## src/rtl/vram_pkg.sv

```systemverilog
// vram_pkg: shared constants, CPU FSM states and request/tag types for the VRAM arbiter
package vram_pkg;
  localparam int ADDR_W = 13;
  localparam int DATA_W = 8;
  localparam int DEPTH = 7168;
  localparam int MAX_WAIT = 64;
  localparam int WAIT_W = 7;
  typedef enum logic [1:0] {IDLE, S1, S2, ACK} cpu_state_t;
  typedef struct packed {
    logic [ADDR_W-1:0] addr;
    logic we;
    logic [DATA_W-1:0] wdata;
  } mem_req_t;
  // zero: CPU ack must return 0 data (write or out-of-range access)
  typedef struct packed {
    logic vid;
    logic cpu;
    logic zero;
    logic err;
  } tag_t;
  function automatic logic addr_ok(input logic [ADDR_W-1:0] addr);
    return addr < ADDR_W'(DEPTH);
  endfunction
endpackage

```

## src/rtl/vram_pipe.sv

```systemverilog
// vram_pipe: two-stage tag delay line aligning issue tags with RAM read data
module vram_pipe
  import vram_pkg::*;
(
  input  logic clk,
  input  logic rst,
  input  tag_t tag_in,
  output tag_t tag_out
);
  tag_t stage;
  always_ff @(posedge clk or posedge rst)
    if (rst) begin
      stage <= '0;
      tag_out <= '0;
    end else begin
      stage <= tag_in;
      tag_out <= stage;
    end
endmodule

```

## src/rtl/vram_arbiter.sv

```systemverilog
// vram_arbiter: single-port VRAM sharing, scanout has absolute priority, CPU served in idle slots
module vram_arbiter
  import vram_pkg::*;
(
  input  logic              CLK_25MHZ,
  input  logic              RESET,
  input  logic              VID_REQ,
  input  logic [ADDR_W-1:0] VID_ADDR,
  output logic              VID_VALID,
  output logic [DATA_W-1:0] VID_DATA,
  input  logic              CPU_REQ,
  input  logic              CPU_WE,
  input  logic [ADDR_W-1:0] CPU_ADDR,
  input  logic [DATA_W-1:0] CPU_WDATA,
  output logic              CPU_ACK,
  output logic [DATA_W-1:0] CPU_RDATA,
  output logic              CPU_ERR,
  output logic              CPU_STARVED,
  output logic [ADDR_W-1:0] MEM_ADDR,
  output logic              MEM_WE,
  output logic [DATA_W-1:0] MEM_WDATA,
  input  logic [DATA_W-1:0] MEM_RDATA
);
  cpu_state_t state, state_nxt;
  mem_req_t mem_q, mem_d;
  tag_t issue_tag, ret_tag;
  logic [WAIT_W-1:0] wait_cnt, wait_nxt;
  logic cpu_issue, blocked, in_range;
  always_comb begin
    in_range = addr_ok(CPU_ADDR);
    cpu_issue = state == IDLE && CPU_REQ && !VID_REQ;
    blocked = state == IDLE && CPU_REQ && VID_REQ;
    state_nxt = state == IDLE ? (cpu_issue ? S1 : IDLE) :
                state == S1 ? S2 :
                state == S2 ? ACK : IDLE;
    mem_d = VID_REQ ? mem_req_t'{addr: VID_ADDR, we: 1'b0, wdata: mem_q.wdata} :
            cpu_issue ? mem_req_t'{addr: CPU_ADDR, we: CPU_WE && in_range, wdata: CPU_WDATA} :
            mem_req_t'{addr: mem_q.addr, we: 1'b0, wdata: mem_q.wdata};
    issue_tag = tag_t'{vid: VID_REQ, cpu: cpu_issue,
                       zero: cpu_issue && (CPU_WE || !in_range), err: cpu_issue && !in_range};
    wait_nxt = cpu_issue ? '0 :
               (blocked && wait_cnt != WAIT_W'(MAX_WAIT)) ? wait_cnt + 1'b1 : wait_cnt;
  end
  always_ff @(posedge CLK_25MHZ or posedge RESET)
    if (RESET) begin
      state <= IDLE;
      mem_q <= '0;
      wait_cnt <= '0;
      CPU_STARVED <= 1'b0;
    end else begin
      state <= state_nxt;
      mem_q <= mem_d;
      wait_cnt <= wait_nxt;
      CPU_STARVED <= CPU_STARVED || wait_nxt == WAIT_W'(MAX_WAIT);
    end
  vram_pipe u_pipe (
    .clk(CLK_25MHZ),
    .rst(RESET),
    .tag_in(issue_tag),
    .tag_out(ret_tag)
  );
  // RAM data arrives together with ret_tag; steer it by tag
  always_ff @(posedge CLK_25MHZ or posedge RESET)
    if (RESET) begin
      VID_VALID <= 1'b0;
      VID_DATA <= '0;
      CPU_ACK <= 1'b0;
      CPU_RDATA <= '0;
      CPU_ERR <= 1'b0;
    end else begin
      VID_VALID <= ret_tag.vid;
      VID_DATA <= ret_tag.vid ? MEM_RDATA : '0;
      CPU_ACK <= ret_tag.cpu;
      CPU_RDATA <= (ret_tag.cpu && !ret_tag.zero) ? MEM_RDATA : '0;
      CPU_ERR <= ret_tag.err;
    end
  assign MEM_ADDR = mem_q.addr;
  assign MEM_WE = mem_q.we;
  assign MEM_WDATA = mem_q.wdata;
endmodule
```

## config.mk

```make
export PLATFORM = sky130hd
export DESIGN_NAME = vram_arbiter
export DESIGN_NICKNAME = d
export VERILOG_FILES = /design/src/rtl/vram_pkg.sv /design/src/rtl/vram_pipe.sv /design/src/rtl/vram_arbiter.sv
export SDC_FILE = /design/constraint.sdc
export NUM_CORES = 1
export LEC_CHECK = 0
export ABC_AREA = 1
export BUFFER_PORTS_ARGS = -buffer_cell sky130_fd_sc_hd__buf_2
export CAP_MARGIN = 20
export CORE_ASPECT_RATIO = 1.1
export CORE_MARGIN = 2
export CORE_UTILIZATION = 52
export DETAILED_ROUTE_END_ITERATION = 7
export GPL_TIMING_DRIVEN = 0
export PLACE_DENSITY = 0.88
export REMOVE_ABC_BUFFERS = 1
export SETUP_SLACK_MARGIN = 0.5
export SYNTH_ARGS = -nofsm -noshare
export SYNTH_HDL_FRONTEND = slang
export SYNTH_SLANG_ARGS = --single-unit
```

## constraint.sdc

```tcl
create_clock -name CLK_25MHZ -period 3.6 [get_ports CLK_25MHZ]
set_input_delay 0.72 -clock CLK_25MHZ [delete_from_list [all_inputs] [get_ports CLK_25MHZ]]
set_output_delay 0.72 -clock CLK_25MHZ [all_outputs]
set_load 0.02 [all_outputs]
```

After elaboration in Yosys (flattened, before gate mapping)
Index checks and enable logic that the tools add are counted.

Flip-flop bits (word level): 59. Word-level logic and storage cells: 52.

Equality and inequality tests: 4. Magnitude comparators: 1. Reductions and logical operators: 16. Add/sub/neg operators: 1. Bitwise logic cells: 1. Mux-type cells: 10.

Operators with widths (count): $mux W22 (2); $mux W8 (2); $mux W7 (2); $lt A13 B13 Y1 const B (1); $logic_and A1 B1 Y1 (8); $add A7 B1 Y7 const B (1); $eq A7 B7 Y1 const B (1); $ne A7 B7 Y1 const B (1); $mux W2 (3); $logic_not A1 Y1 (3); $eq A2 B1 Y1 const B (1); $eq A2 B2 Y1 const B (1); $logic_not A2 Y1 (1); $logic_or A1 B1 Y1 (2); $reduce_and A2 Y1 (1); $reduce_bool A2 Y1 (1); $mux W1 (1); $not A1 Y1 (1).

Longest topological paths before layout
Gate-level depths: netlist of the first run.

Word-level depth: 8. Depth in mapped cells: 13.

Cells and area by module
A second synthesis of the first run with hierarchy kept.

Cells, all modules: 272. Area, all modules: 2418.6 sq um.

Modules (own cells, without submodules): vram_arbiter (cells each 263, area each 2214.6 sq um, instances 1); vram_pipe (cells each 9, area each 203.9 sq um, instances 1).

Worst setup path after synthesis of the first run
Ideal clock, no wire load.

Path kind: input port to flip-flop. From: in CPU_REQ. To: reg CPU_STARVED. Path slack: 2.060 ns. Stages on the path: 8. Buffers on the path: 0. Setup time: 0.065 ns. Required time: 3.535 ns. Data arrival time: 1.475 ns. Cells stage by stage: nand2_1 > nor2_2 > inv_2 > nand3_1 > nand2_1 > nor2_1 > nand2_1 > nand2_1.

Longest elaborated chain between the ends: 7.

Ends and longest elaborated chain: start: declaration (line vram_arbiter.sv:11) `input logic CPU_REQ,`; $logic_and A1 B1 Y1 * (line vram_arbiter.sv:31, vram_arbiter.sv:32); $logic_and A1 B1 Y1 (line vram_arbiter.sv:32) `blocked = state == IDLE && CPU_REQ && VID_REQ;`; $logic_and A1 B1 Y1 (line vram_arbiter.sv:42) `(blocked && wait_cnt != WAIT_W'(MAX_WAIT)) ? wait_cnt + 1'b1 : wait_cnt;`; $mux W7 (line vram_arbiter.sv:42); $mux W7 * (line vram_arbiter.sv:41) `wait_nxt = cpu_issue ? '0 :`; $eq A7 B7 Y1 * (line vram_arbiter.sv:54) `CPU_STARVED <= CPU_STARVED || wait_nxt == WAIT_W'(MAX_WAIT);`; $logic_or A1 B1 Y1 * (line vram_arbiter.sv:54); end signal: assignment (line vram_arbiter.sv:54); end: declaration (line vram_arbiter.sv:18) `output logic CPU_STARVED,`.

Every way passes the cells marked *; elsewhere a longest branch is shown, timed or not. A chain may end at the register's enable or synchronous reset.

Final worst setup path of the first run
From: reg state[0]. To: reg CPU_STARVED.

Longest elaborated chain between the ends: 8.

Ends and longest elaborated chain: start: declaration (line vram_arbiter.sv:24) `cpu_state_t state, state_nxt;`; start signal: assignment (line vram_arbiter.sv:51) `state <= state_nxt;`; $logic_not A2 Y1 * (line vram_arbiter.sv:31, vram_arbiter.sv:32); $logic_and A1 B1 Y1 * (line vram_arbiter.sv:31, vram_arbiter.sv:32); $logic_and A1 B1 Y1 (line vram_arbiter.sv:32); $logic_and A1 B1 Y1 (line vram_arbiter.sv:42); $mux W7 (line vram_arbiter.sv:42); $mux W7 * (line vram_arbiter.sv:41); $eq A7 B7 Y1 * (line vram_arbiter.sv:54); $logic_or A1 B1 Y1 * (line vram_arbiter.sv:54).

Marked as above.

==> results of run 1 <==
==> stage by stage <==
stage               util (%)  setup slack, ns  total power (W)  cells  instance area [um2]
finish                  68.3             1.11          0.00205    424                 3110
global route            68.3            0.834          0.00218    424                 3110
global placement        63.4            0.844          0.00143    407                 2890
floorplan                  -             1.42          0.00126    263                 2380
CTS                     68.3             1.08          0.00206    424                 3110
detailed placement      63.9            0.942          0.00146    408                 2910
==> registers in the layout, summed over array words and instances, names as in the netlist <==
register,count
u_pipe.stage,4
wait_cnt,7
u_pipe.tag_out,4
VID_DATA,8
VID_VALID,1
MEM_ADDR,13
MEM_WDATA,8
CPU_STARVED,1
CPU_ACK,1
state,2
CPU_ERR,1
MEM_WE,1
CPU_RDATA,8
==> power breakdown <==
| group | internal [W] | switching (W) |
|---|---|---|
| clock | 0.000322 | 0.000279 |
| combinational | 0.000196 | 0.000377 |
| sequential | 0.000793 | 0.0000883 |
| total | 0.00131 | 0.000744 |
==> final cells by class <==
cell class / count / area (um2) / area share (%)
Clock inverter: 7 / 76.3 / 2.45
Clock buffer: 9 / 124 / 3.98
Multi-Input combinational cell: 161 / 741 / 23.8
Timing Repair Buffer: 89 / 460 / 14.8
Tap cell: 56 / 70.1 / 2.25
Inverter: 43 / 161 / 5.19
Sequential cell: 59 / 1480 / 47.5
==> cell families after synthesis <==
kind of cell	after synthesis	share of synthesized area, %
xor gates and xnor gates	1	0.363
AOI/OAI and AO/OA	2	0.414
and+or+nand+nor	154	27.8
adders and majority gates	4	2.07
DFF	59	61.1
buffers and inverters	51	8.19
==> routing by layer <==
| layer | routed length, um | track usage [%] |
|---|---|---|
| met5 | 0 | 0 |
| met4 | 136 | 10.9 |
| met3 | 345 | 7.39 |
| met2 | 2630 | 38.4 |
| met1 | 1960 | 25.0 |
==> final timing paths <==
| check | to | slack [ns] |
|---|---|---|
| max | CPU_STARVED | 1.11 |
| min | MEM_ADDR[9] | 0.34 |
| max reg2reg | CPU_STARVED | 1.11 |
| min reg2reg | u_pipe.tag_out[3] | 0.35 |
| max in group asynchronous | CPU_STARVED | 2.73 |
| min in group CLK_25MHZ | u_pipe.tag_out[3] | 0.35 |
==> cell usage in the layout, fill, tap and decap left out <==
master        n
inv_1        37
inv_6         1
a21oi_1       1
o21ai_1       1
clkinv_2      1
nand3b_1      1
nor2_2        1
clkinv_1      1
nand3_1      26
nand2_1     104
bufinv_16     1
inv_2         5
nor2_4        1
clkbuf_8      9
xor2_1        1
clkinvlp_4    2
nand4_1       4
dfrtp_1      59
nor2_8        1
buf_12        1
buf_2        88
nand2_4       1
nor2_1       14
ha_1          4
nand3_4       1
clkinv_4      2
==> reports/qor.tcl, run 1 <==
set qor(synth_area_um2) 2410
set qor(critical-path-top-cell-by-count) {nand2_1}
set qor(timing_hold_violations_final) 0
set qor(cts.clk_slew.worst_paths_ns) 0.07
set qor(timing.clock.skew_ns) 0.00917
set qor(critical_path.endpoint_type) {flip-flop}
set qor(detailedRoute.firstPassIterationCount) 4
set qor(finalNetCount) 414
set qor(core_area_um2) 4550
set qor(slew_violations) 0
set qor(synth.most_common_cell) {nand2_1}
set qor(tns_ns) 0
set qor(min-delay-path-class) {input pin to asynchronous set/reset pin}
set qor(syn_inst) 271
set qor(drt-vias-per-instance) 4.81
set qor(status) {complete, no violations}
set qor(route.detailed.wl_per_inst_um) 12.0
set qor(synth_warnings) 0
set qor(holdWs_ns) 0.339
set qor(remaining_drc_errors) 0
set qor(cts-root-to-sink-buffers) 2
set qor(fmax_ghz) 0.402
set qor(chipHeight_um) 75.5
set qor(proportion_of_layout_cells_with_a_drive_suffix_above_1_pct) 31.3
set qor(ys_types) 20
set qor(synth_top_area_cell) {dfrtp_1}
set qor(globalRouteTotalUtil_pct) 22.4
set qor(fp.dieArea_um2) 5210
set qor(setup.worst_path.start_class) {flip-flop}
set qor(path_delay_family) {simple AND/OR/NAND/NOR gates}
set qor(synth_seq_area_share_pct) 61.1
set qor(cts_root_buf) {clkbuf_8}
set qor(ys_seq_elements) 59
set qor(detailroute.via_count) 2041
set qor(critPathMaxStageDelay_ns) 0.75
set qor(netlist_top_cells_area) {dfrtp_1 (61%), nand2_1 (16%), inv_1 (5.9%), nand3_1 (5.4%), nor2_1 (2.2%)}
set qor(finalSetupViolCount) 0
set qor(avgSynthCellArea_um2) 8.91
set qor(synth-main-ff-cell) {dfrtp_1}
set qor(r2r_cells) 10
set qor(post_cts_setup_driven_buffer_insertion_count) 0
set qor(h_tree_depth) 3
set qor(crit_path_max_fanout) 23
set qor(post-route-period-util_pct) 69.2
set qor(critical_path_buf_inv_count) 2
set qor(worst_setup_path_startpoint) {state[0]}
set qor(cts_num_sinks) 59
set qor(grt_start_max_net_pins) 45
set qor(slew-limit-headroom_pct) 38.7
set qor(antenna_cells_inserted) 0
set qor(ir_drop_uv) 461
set qor(cp_data_arrival_time_ns) 2.77
set qor(setup_repair_after_global_routing_missed_its_margin) {no}
set qor(power.static_leakage_nw) 1.89
set qor(postCtsHoldBufs) 0
set qor(critical_path_required_ns) 3.88
set qor(ant_nets) 0
set qor(max-cap-violations) 0
set qor(detail_placement_hpwl_um) 3540
set qor(die_width_um) 69.0
set qor(ctsResizeCount) 0
set qor(cts_buffers) 9
set qor(fraction_of_registers_with_async_set_reset_pct) 100
set qor(grt_antenna_before_repair) 0
set qor(placement.io_buffers) 88
set qor(rows) 26
set qor(cp_slowest_cell) {nor2_2}
set qor(dr.first_iter.drc_count) 140
set qor(clock_latency_ns) 0.35
set qor(finalWeightedCongestion) 0.761
set qor(cp_num_cells) 10
set qor(initial_core_utilization_pct) 53.0
set qor(synth.top_cells.by_count) {nand2_1 (104), dfrtp_1 (59), inv_1 (38)}
set qor(path_cells) {inv_1 > ha_1 > nand2_1 > nor2_2 > inv_2 > nand3_1 > nand2_1 > nor2_1 > nand2_1 > nand2_1}
set qor(cts_tree) {built}
set qor(synth-edff-count) 0
set qor(timing.final.crit_period_ns) 2.49
set qor(critPathKind) {flip-flop to flip-flop}
set qor(grt_pass1_wl_um) 8310
set qor(floorplan.io_pins) 89
set qor(tightest_slew_ns) 0.918
set qor(post-synth-top-area-fraction_pct) 61.1
set qor(pwr_density_cell_nw_per_um2) 661
set qor(synthToLayoutAreaGrowth_pct) 28.8
set qor(num-fill-cells) 346
set qor(gr-total-overflow) 0
set qor(regToRegStartpoint) {state[0]}
set qor(grt_pass1_vias) 1877
set qor(routed_wirelength_um) 5080
(Power assumes the default switching activity.)
==> inputs of run 2 (changes only) <==
--- a/config.mk
+++ b/config.mk
@@ -10,10 +10,10 @@
 export CAP_MARGIN = 20
 export CORE_ASPECT_RATIO = 1.1
 export CORE_MARGIN = 2
-export CORE_UTILIZATION = 52
+export CORE_UTILIZATION = 49
 export DETAILED_ROUTE_END_ITERATION = 7
 export GPL_TIMING_DRIVEN = 0
-export PLACE_DENSITY = 0.88
+export PLACE_DENSITY = 0.83
 export REMOVE_ABC_BUFFERS = 1
 export SETUP_SLACK_MARGIN = 0.5
 export SYNTH_ARGS = -nofsm -noshare
==> constraint.sdc (replaced) <==
create_clock -name CLK_25MHZ -period 2.36 [get_ports CLK_25MHZ]
set_input_delay 0.472 -clock CLK_25MHZ [delete_from_list [all_inputs] [get_ports CLK_25MHZ]]
set_output_delay 0.472 -clock CLK_25MHZ [all_outputs]
set_load 0.02 [all_outputs]
==> run 2 against run 1 <==
Compared with the run above:
- worst setup slack got worse by 0.39 ns
- cell count fell by 0.24%
- wire length rose by 1.5%
- sequential share of layout area rose by 0.13 points
- via count fell by 2.4%
- global-route usage fell by 1.6 points
- combinational power rose by 56%
- clock skew fell by 0.00081 ns
- clock power rose by 38%
- highest routed layer unchanged
- register-to-register slack got worse by 0.39 ns
- non-clock buffer count rose by 1
- critical path depth did not move
==> reports/qor.tcl, run 2 (synthesis gave the netlist of run 1 again) <==
set qor(route.detailed.wl_per_inst_um) 12.2
set qor(holdWs_ns) 0.160
set qor(gr-total-overflow) 0
set qor(max-cap-violations) 0
set qor(setup.worst_path.start_class) {flip-flop}
set qor(final_cell_mix) {nand2_1 (103), buf_2 (88), dfrtp_1 (59)}
set qor(cts_buffers) 9
set qor(status) {complete, no violations}
set qor(crit_path_max_fanout) 19
set qor(setup_repair_after_global_routing_missed_its_margin) {no}
set qor(dr.first_iter.drc_count) 103
set qor(timing.final.crit_period_ns) 1.64
set qor(h_tree_depth) 3
set qor(critical_path.endpoint_type) {flip-flop}
set qor(fp.dieArea_um2) 5510
set qor(r2r_cells) 10
set qor(ant_nets) 0
set qor(num-fill-cells) 361
set qor(internal_power_w) 0.00199
set qor(remaining_drc_errors) 0
set qor(worst_setup_path_startpoint) {state[1]}
set qor(timing.clock.skew_ns) 0.00836
set qor(detailedRoute.firstPassIterationCount) 4
set qor(power.share.switching_pct) 35.3
set qor(power_w) 0.00307
set qor(regToRegStartpoint) {state[1]}
set qor(finalSetupViolCount) 0
set qor(p_comb_share_pct) 29.2
set qor(proportion_of_layout_cells_with_a_drive_suffix_above_1_pct) 31.1
set qor(drt-vias-per-instance) 4.71
set qor(postCtsHoldBufs) 0
set qor(endpoint) {CPU_STARVED}
set qor(initial_core_utilization_pct) 51.5
set qor(detail_placement_hpwl_um) 3510
set qor(r2r_setup_slack_ns) 0.72
set qor(worstReg2RegEnd) {CPU_STARVED}
set qor(power.static_leakage_nw) 1.89
set qor(slew-limit-headroom_pct) 65.8
set qor(rows) 26
set qor(floorplan.io_pins) 89
set qor(min-delay-path-class) {input pin to asynchronous set/reset pin}
set qor(synthToLayoutAreaGrowth_pct) 28.4
set qor(max_reg_flops) 13
set qor(grt_start_max_net_pins) 37
set qor(cts-root-to-sink-buffers) 2
set qor(finalWeightedCongestion) 0.737
set qor(critical_path_required_ns) 2.58
set qor(critPathKind) {flip-flop to flip-flop}
set qor(cts.clk_slew.worst_paths_ns) 0.07
set qor(core_area_um2) 4680
set qor(timing_hold_violations_final) 0
set qor(clock_latency_ns) 0.33
set qor(grt_pass1_wl_um) 8870
set qor(cts_num_sinks) 59
set qor(antenna_cells_inserted) 0
set qor(ir_drop_uv) 559
set qor(finalCoreUtilization_pct) 66.2
set qor(p_seq_share_pct) 43.7
set qor(pwr_density_cell_nw_per_um2) 989
set qor(detailroute.via_count) 1993
set qor(chipHeight_um) 77.6
set qor(finalNetCount) 416
set qor(globalRouteTotalUtil_pct) 20.8
set qor(cts_tree) {built}
set qor(cts_root_buf) {clkbuf_8}
set qor(power.switching_w) 0.00108
set qor(slew_violations) 0
set qor(routed_wirelength_um) 5150
set qor(placement.io_buffers) 88
set qor(fmax_ghz) 0.608
set qor(die_width_um) 70.9
set qor(post-route-period-util_pct) 69.7
set qor(grt_antenna_before_repair) 0
set qor(final_common_cell) {nand2_1}
set qor(part_of_the_power_in_the_clock_network_pct) 27.0
set qor(cp_data_arrival_time_ns) 1.87
set qor(grt_pass1_vias) 1962
set qor(tightest_slew_ns) 0.512
-- run 2: how the worst min path moves through the flow --
stage,to,cells after the start
after floorplan,CPU_ERR,0
after global placement,u_pipe.tag_out[3],0
after detailed placement,u_pipe.tag_out[1],0
after CTS,VID_DATA[4],2
after global routing,VID_DATA[4],2
final,VID_DATA[4],2
-- run 2: final cells by class --
class / instances / area, um2 / area share (%)
clock buffer: 10 / 128 / 4.12
sequential: 59 / 1480 / 47.6
clock inverter: 3 / 42.5 / 1.37
inverter: 43 / 161 / 5.21
timing repair buffer: 90 / 468 / 15.1
tap: 56 / 70.1 / 2.26
multi-input combinational: 162 / 754 / 24.3
-- run 2: timing repair --
action	in CTS	in global routing
pin swaps	1	0
endpoints found under the setup margin	21	1
resized for setup	1	1
setup buffers	1	0
cloned	1	0
-- run 2: per-stage QoR --
stage	TNS, ns	cell area, um2	std cells	worst slack, ns
after floorplan	0	2380	263	0.432
after global placement	-10.16	2890	407	-0.173
after detailed placement	-0.0664	2910	408	-0.0664
after CTS	0	3100	423	0.602
after global routing	0	3100	423	0.577
final	0	3100	423	0.715
-- run 2: routing by layer --
layer / global-route usage, % / share of wire [%]
met1: 25.0 / 41
met2: 34.3 / 51
met3: 6.88 / 6.9
met4: 8.11 / 1.7
met5: 0 / 0
-- run 2: worst max-delay path: stages (launching register included) --
cell and delay, ns:
dfrtp_1 0.35, inv_1 0.05, ha_1 0.19, nand2_2 0.19, nor2_4 0.07, inv_2 0.26
nand3_1 0.16, nand2_1 0.10, nor2_1 0.06, nand2_1 0.06, nand2_1 0.04
-- run 2: power by group through the flow --
stage / clock, W / sequential, W / combinational, W
finish: 0.000830 / 0.00134 / 0.000896
global placement: 0 / 0.00135 / 0.000843
floorplan: 0 / 0.00151 / 0.000418
global route: 0.000899 / 0.00137 / 0.000992
detailed placement: 0 / 0.00135 / 0.000882
CTS: 0.000840 / 0.00134 / 0.000902
